[config.mk]
export PLATFORM = sky130hd
export DESIGN_NAME = serial_pattern_gen_flat
export DESIGN_NICKNAME = d
export VERILOG_FILES = /design/src/rtl/serial_pattern_gen_if.sv /design/src/rtl/serial_pattern_gen.sv /design/src/flat_wrapper.sv
export SDC_FILE = /design/constraint.sdc
export NUM_CORES = 1
export LEC_CHECK = 0
export ABC_CLOCK_PERIOD_IN_PS = 2450
export CORE_MARGIN = 3
export CORE_UTILIZATION = 47
export CTS_CLUSTER_SIZE = 25
export DETAILED_ROUTE_END_ITERATION = 16
export HOLD_SLACK_MARGIN = 0.06
export PLACE_DENSITY = 0.72
export SLEW_MARGIN = 20
export SYNTH_ARGS = -nofsm -noshare
export SYNTH_HDL_FRONTEND = slang
export SYNTH_SLANG_ARGS = --single-unit
[constraint.sdc]
create_clock -name clk -period 2.45 [get_ports clk]
set_input_delay 0.49 -clock clk [delete_from_list [all_inputs] [get_ports clk]]
set_output_delay 0.49 -clock clk [all_outputs]
set_load 0.1 [all_outputs]
[src/rtl/serial_pattern_gen_if.sv]
// serial_pattern_gen_if: control inputs and serial stream outputs of serial_pattern_gen
interface serial_pattern_gen_if;
  logic       start;
  logic       abort;
  logic [7:0] rep_cnt;
  logic [3:0] gap_len;
  logic       dout;
  logic       dout_valid;
  logic       last_bit;
  logic       busy;
  logic       done;
  modport master (
    output start, abort, rep_cnt, gap_len,
    input  dout, dout_valid, last_bit, busy, done
  );
  modport slave (
    input  start, abort, rep_cnt, gap_len,
    output dout, dout_valid, last_bit, busy, done
  );
endinterface

[src/rtl/serial_pattern_gen.sv]
// serial_pattern_gen: shifts PATTERN out MSB-first rep_cnt times with gap_len idle cycles between repetitions
module serial_pattern_gen #(
  parameter int               PAT_W   = 4,
  parameter logic [PAT_W-1:0] PATTERN = 4'b1010,
  parameter logic             GAP_BIT = 1'b0
) (
  input logic                 clk,
  input logic                 rst_n,
  serial_pattern_gen_if.slave bus
);
  localparam int IW = $clog2(PAT_W);
  localparam logic [IW-1:0] TOP = IW'(PAT_W - 1);
  typedef enum logic [1:0] {IDLE, SHIFT, GAP, DONE} state_t;
  state_t        state_q, state_d;
  logic [IW-1:0] idx_q, idx_d;
  logic [7:0]    rep_q, rep_d;
  logic [3:0]    gap_len_q, gap_len_d;
  logic [3:0]    gap_q, gap_d;
  logic          dout_q, dout_d;
  logic          dout_valid_q, dout_valid_d;
  logic          last_bit_q, last_bit_d;
  logic          busy_q, busy_d;
  logic          done_q, done_d;
  always_comb begin
    state_d   = state_q;
    idx_d     = idx_q;
    rep_d     = rep_q;
    gap_len_d = gap_len_q;
    gap_d     = gap_q;
    case (state_q)
      IDLE: if (bus.start && bus.rep_cnt != 8'd0) begin
        state_d   = SHIFT;
        idx_d     = TOP;
        rep_d     = bus.rep_cnt;
        gap_len_d = bus.gap_len;
      end
      SHIFT: if (idx_q != '0) begin
        idx_d = idx_q - IW'(1);
      end else begin
        rep_d   = rep_q - 8'd1;
        state_d = rep_q == 8'd1 ? DONE : gap_len_q == 4'd0 ? SHIFT : GAP;
        idx_d   = rep_q == 8'd1 ? '0 : TOP;
        gap_d   = rep_q == 8'd1 ? 4'd0 : gap_len_q;
      end
      GAP: begin
        state_d = gap_q == 4'd1 ? SHIFT : GAP;
        gap_d   = gap_q - 4'd1;
      end
      DONE: begin
        state_d   = IDLE;
        gap_len_d = '0;
      end
    endcase
    if (bus.abort && (state_q == SHIFT || state_q == GAP)) begin
      state_d   = IDLE;
      idx_d     = '0;
      rep_d     = '0;
      gap_d     = '0;
      gap_len_d = '0;
    end
    dout_d       = state_d == SHIFT ? PATTERN[idx_d] : GAP_BIT;
    dout_valid_d = state_d == SHIFT;
    last_bit_d   = state_d == SHIFT && idx_d == '0;
    busy_d       = state_d == SHIFT || state_d == GAP;
    done_d       = state_d == DONE;
  end
  always_ff @(posedge clk or negedge rst_n) begin
    if (!rst_n) begin
      state_q      <= IDLE;
      idx_q        <= '0;
      rep_q        <= '0;
      gap_len_q    <= '0;
      gap_q        <= '0;
      dout_q       <= GAP_BIT;
      dout_valid_q <= 1'b0;
      last_bit_q   <= 1'b0;
      busy_q       <= 1'b0;
      done_q       <= 1'b0;
    end else begin
      state_q      <= state_d;
      idx_q        <= idx_d;
      rep_q        <= rep_d;
      gap_len_q    <= gap_len_d;
      gap_q        <= gap_d;
      dout_q       <= dout_d;
      dout_valid_q <= dout_valid_d;
      last_bit_q   <= last_bit_d;
      busy_q       <= busy_d;
      done_q       <= done_d;
    end
  end
  assign bus.dout       = dout_q;
  assign bus.dout_valid = dout_valid_q;
  assign bus.last_bit   = last_bit_q;
  assign bus.busy       = busy_q;
  assign bus.done       = done_q;
endmodule
[src/flat_wrapper.sv]
// flat-port wrapper written by rule: the top's interface ports become plain ports
module serial_pattern_gen_flat 
#(
  parameter int               PAT_W   = 4,
  parameter logic [PAT_W-1:0] PATTERN = 4'b1010,
  parameter logic             GAP_BIT = 1'b0
)
  (clk, rst_n, bus_start, bus_abort, bus_rep_cnt, bus_gap_len, bus_dout, bus_dout_valid, bus_last_bit, bus_busy, bus_done);
  serial_pattern_gen_if bus_i ();
  input logic clk;
  input logic rst_n;
  input wire logic [$bits(bus_i.start)-1:0] bus_start;
  input wire logic [$bits(bus_i.abort)-1:0] bus_abort;
  input wire logic [$bits(bus_i.rep_cnt)-1:0] bus_rep_cnt;
  input wire logic [$bits(bus_i.gap_len)-1:0] bus_gap_len;
  output wire logic [$bits(bus_i.dout)-1:0] bus_dout;
  output wire logic [$bits(bus_i.dout_valid)-1:0] bus_dout_valid;
  output wire logic [$bits(bus_i.last_bit)-1:0] bus_last_bit;
  output wire logic [$bits(bus_i.busy)-1:0] bus_busy;
  output wire logic [$bits(bus_i.done)-1:0] bus_done;
  assign bus_i.start = bus_start;
  assign bus_i.abort = bus_abort;
  assign bus_i.rep_cnt = bus_rep_cnt;
  assign bus_i.gap_len = bus_gap_len;
  assign bus_dout = bus_i.dout;
  assign bus_dout_valid = bus_i.dout_valid;
  assign bus_last_bit = bus_i.last_bit;
  assign bus_busy = bus_i.busy;
  assign bus_done = bus_i.done;
  serial_pattern_gen #(.PAT_W(PAT_W), .PATTERN(PATTERN), .GAP_BIT(GAP_BIT)) u_core (.clk(clk), .rst_n(rst_n), .bus(bus_i));
endmodule
==> reports/qor.txt, run 1 <==
Final worst setup slack = 0.320 ns
LEAKAGE = 0.839 nW
N_diodes = 0
Initial antenna violation count = 0
Unique masters post-synth = 45
Synth area leader = dfrtp_1
Maximum buffer depth of the clock tree = 2
ANT nets after route = 0
Share of layout cells above drive strength 1 = 0.135
Reg2reg setup slack = 0.32 ns
Fin crit share = 0.869
CP Max Fanout = 4
Mapped Cells = 167
EDFF count, synth = 0
Fmax = 470 MHz
Starting DRC count in detailed routing = 95
CTS sink cnt = 25
Worst-Skew Late Latency = 0.33 ns
Vias/cell = 5.75
TritonCTS clock tree = yes
Sequential fraction of the synthesis area = 0.396
Root buf cell = clkbuf_4
Final period demand of the worst path = 2.13 ns
GRT Total Usage = 0.200
GP Congestion = 0.932
Crit path DAT = 2.41 ns
Crit. End Element = flop
# hold bufs at CTS = 0
Final setup vio count = 0
Setup WS pre-CTS = 0.0331 ns
Crit-path slowest cell = dfrtp_1
Worst stage delay on the critical path = 0.45 ns
Dominant cells by area after synthesis = dfrtp_1 (40%), ha_1 (8.7%), o21ai_0 (4.1%), o2bb2ai_1 (3.9%), nand2_1 (3.6%)
Ys flop type = dfrtp_1
CTS buffer count = 3
WL/cell = 15.6 um
Slew Viols, Final = 0
Total wire length = 3.70 mm
Core area = 0.00313 mm^2
Htree depth = 1
Clk slew on worst S/H paths = 0.15 ns
First drt pass iteration count = 4
Detail Placement HPWL = 2.84 mm
Number of buffers added on ports = 20
Reg2Reg Depth = 8
Min-Delay Path Class = input pin to async pin
Die Ht = 64.0 um
Setup bufs post-CTS = 0
Synth top area share = 0.396
Die area = 0.00409 mm^2
Nets = 221
Critical R2R Capture = u_core.bus.last_bit
Mapped cell area = 0.00158 mm^2
RR Startpoint = u_core.rep_q[1]
RSZ-0062 raised after global routing = false
Post-Layout Inst Area = 0.00188 mm^2
Crit path required time = 2.73 ns
Cell Rows = 20
Syn Area/Cell = 9.46 um^2
Ports = 21
Initial Util = 0.505
Post-CTS sizing = 0
Layout area overhead = 19.1%
Ys async rst share = 1.00
Vias in the first global route = 1,395
VDD IR max = 0.735 mV
Pwr dens = 1380 mW/mm^2
Tot Pwr = 2.59 mW
Global-route wire length before repair = 6.49 mm
Worst slew pin tran = 0.546 ns
Crit path from = u_core.rep_q[1]
Relative slew slack = 0.633
Seq cells post-synth = 25
Max cap viols = 0
DRC violations left = 0
Synthesized Nets = 194
Die W = 64.0 um
Grt ovf = 0
Cell Chain, Critical Path = inv_1, ha_1, nor3b_2, a21oi_1, a221o_1, a211oi_2, ha_1, o211a_1
Status = complete, no violations
Ys Warns = 0
Startpoint types = flop
Crit path top cell by count = ha_1
Placement Cell Area = 0.00185 mm^2
Fin Setup TNS = 0 ns
Largest net degree at the start of global routing = 26
Worst setup path class = flop to flop
Routed via count = 1,363
Final Hold Fails = 0
Clock skew = 0.00522 ns
-- worst max path at each step --
stage | end | slack (ns)
2_1_floorplan | u_core.bus.last_bit | 0.56
3_3_place_gp | u_core.bus.dout | 0.12
3_5_place_dp | u_core.bus.dout | 0.03
4_1_cts | u_core.bus.last_bit | 0.31
5_1_grt | u_core.bus.dout | 0.21
6_report | u_core.bus.last_bit | 0.32
-- cells in the mapped netlist, drive strengths merged (2+ instances only) --
| library cell | count |
|---|---|
| a211oi | 2 |
| a21boi | 2 |
| a21oi | 9 |
| a22oi | 4 |
| and3 | 2 |
| clkbuf | 3 |
| dfrtp | 25 |
| ha | 11 |
| inv | 14 |
| mux2i | 5 |
| nand2 | 15 |
| nand3 | 9 |
| nor2 | 6 |
| nor2b | 4 |
| nor3 | 4 |
| nor3b | 3 |
| nor4 | 4 |
| o21ai | 14 |
| o2bb2ai | 7 |
| o31ai | 3 |
| or3b | 2 |
| or4 | 2 |
| xor2 | 2 |
-- cell usage in the layout, fill, tap and decap left out, types with 2 or more instances in the layout --
cell / count
nand3_1: 9
clkdlybuf4s50_1: 15
o31ai_1: 3
xor2_1: 2
inv_1: 14
buf_4: 11
nor3b_1: 2
o21ai_0: 13
a22oi_1: 4
nor2b_1: 4
nor4_2: 2
clkbuf_4: 3
and3_1: 2
mux2i_1: 5
nand2_1: 15
o2bb2ai_1: 7
ha_1: 11
nor3_1: 4
or3b_2: 2
a21oi_1: 9
dfrtp_1: 25
nor2_1: 6
-- routing by layer --
metal  global-route usage  part of all wire  vias up
met3               0.0439             0.056        4
met2                0.324              0.47       46
met1                0.261              0.46      649
li1                     -                 -      664
met4               0.0755             0.014        0
met5                    0                 0        -
-- state kept, by name, summed over array words and instances (netlist names) --
signal,cells
u_core.bus.busy,1
u_core.bus.done,1
u_core.bus.dout,1
u_core.bus.dout_valid,1
u_core.bus.last_bit,1
u_core.gap_len_q,4
u_core.gap_q,4
u_core.idx_q,2
u_core.rep_q,8
u_core.state_q,2
-- power by group --
part	switching, mW	internal (mW)	leakage, nW
Sequential	0.193	0.593	0.318
Combinational	0.970	0.632	0.508
Clock	0.137	0.0626	0.0139
Total	1.30	1.29	0.839
-- stage by stage --
step / hold slack, ns / utilization / std cells
6_report: 0.498 / 0.601 / 237
5_1_grt: 0.539 / 0.601 / 237
4_1_cts: 0.512 / 0.601 / 237
3_5_place_dp: 0.529 / 0.592 / 233
3_3_place_gp: 0.501 / 0.592 / 233
2_1_floorplan: 0.194 / - / 167
-- area by class of cell --
type                       count  area (um^2)
clock buffer                   3         22.5
inverter                      14         52.6
multi-input combinational    124          885
clock inverter                 1         7.51
tap                           44         55.1
fill                         293         1250
sequential                    25          626
timing repair buffer          26          233
-- cells by family (layout without fill, tap and decap cells) --
| kind of cell | after synthesis | in the layout | share of synthesized area |
|---|---|---|---|
| adder cells (fa/ha/maj) | 11 | 11 | 0.0872 |
| AO/OA/AOI/OAI | 52 | 52 | 0.230 |
| buffers and inverters | 18 | 44 | 0.0436 |
| flip-flops | 25 | 25 | 0.396 |
| AND/OR/NAND/NOR | 54 | 54 | 0.200 |
| XOR/XNOR | 2 | 2 | 0.0111 |
| multiplexers | 5 | 5 | 0.0317 |
-- worst max-delay path, delay by kind of cell, from the launching register on --
family                   cells  cell delay [ns]
AND/OR/NAND/NOR              1             0.19
buffers and inverters        1             0.12
adder cells (fa/ha/maj)      2             0.40
AO/OA/AOI/OAI                4             0.92
flip-flops                   1             0.45
Power figures use the tool's default switching activity.
==> inputs of run 2 (changes only) <==
--- a/config.mk
+++ b/config.mk
@@ -12,6 +12,8 @@
 export DETAILED_ROUTE_END_ITERATION = 16
 export HOLD_SLACK_MARGIN = 0.06
 export PLACE_DENSITY = 0.72
+export SETUP_SLACK_MARGIN = 0.1
+export SKIP_LAST_GASP = 1
 export SLEW_MARGIN = 20
 export SYNTH_ARGS = -nofsm -noshare
 export SYNTH_HDL_FRONTEND = slang
==> results of run 2 <==
No change in the layout: final DEF, timing and power equal those of run 1.
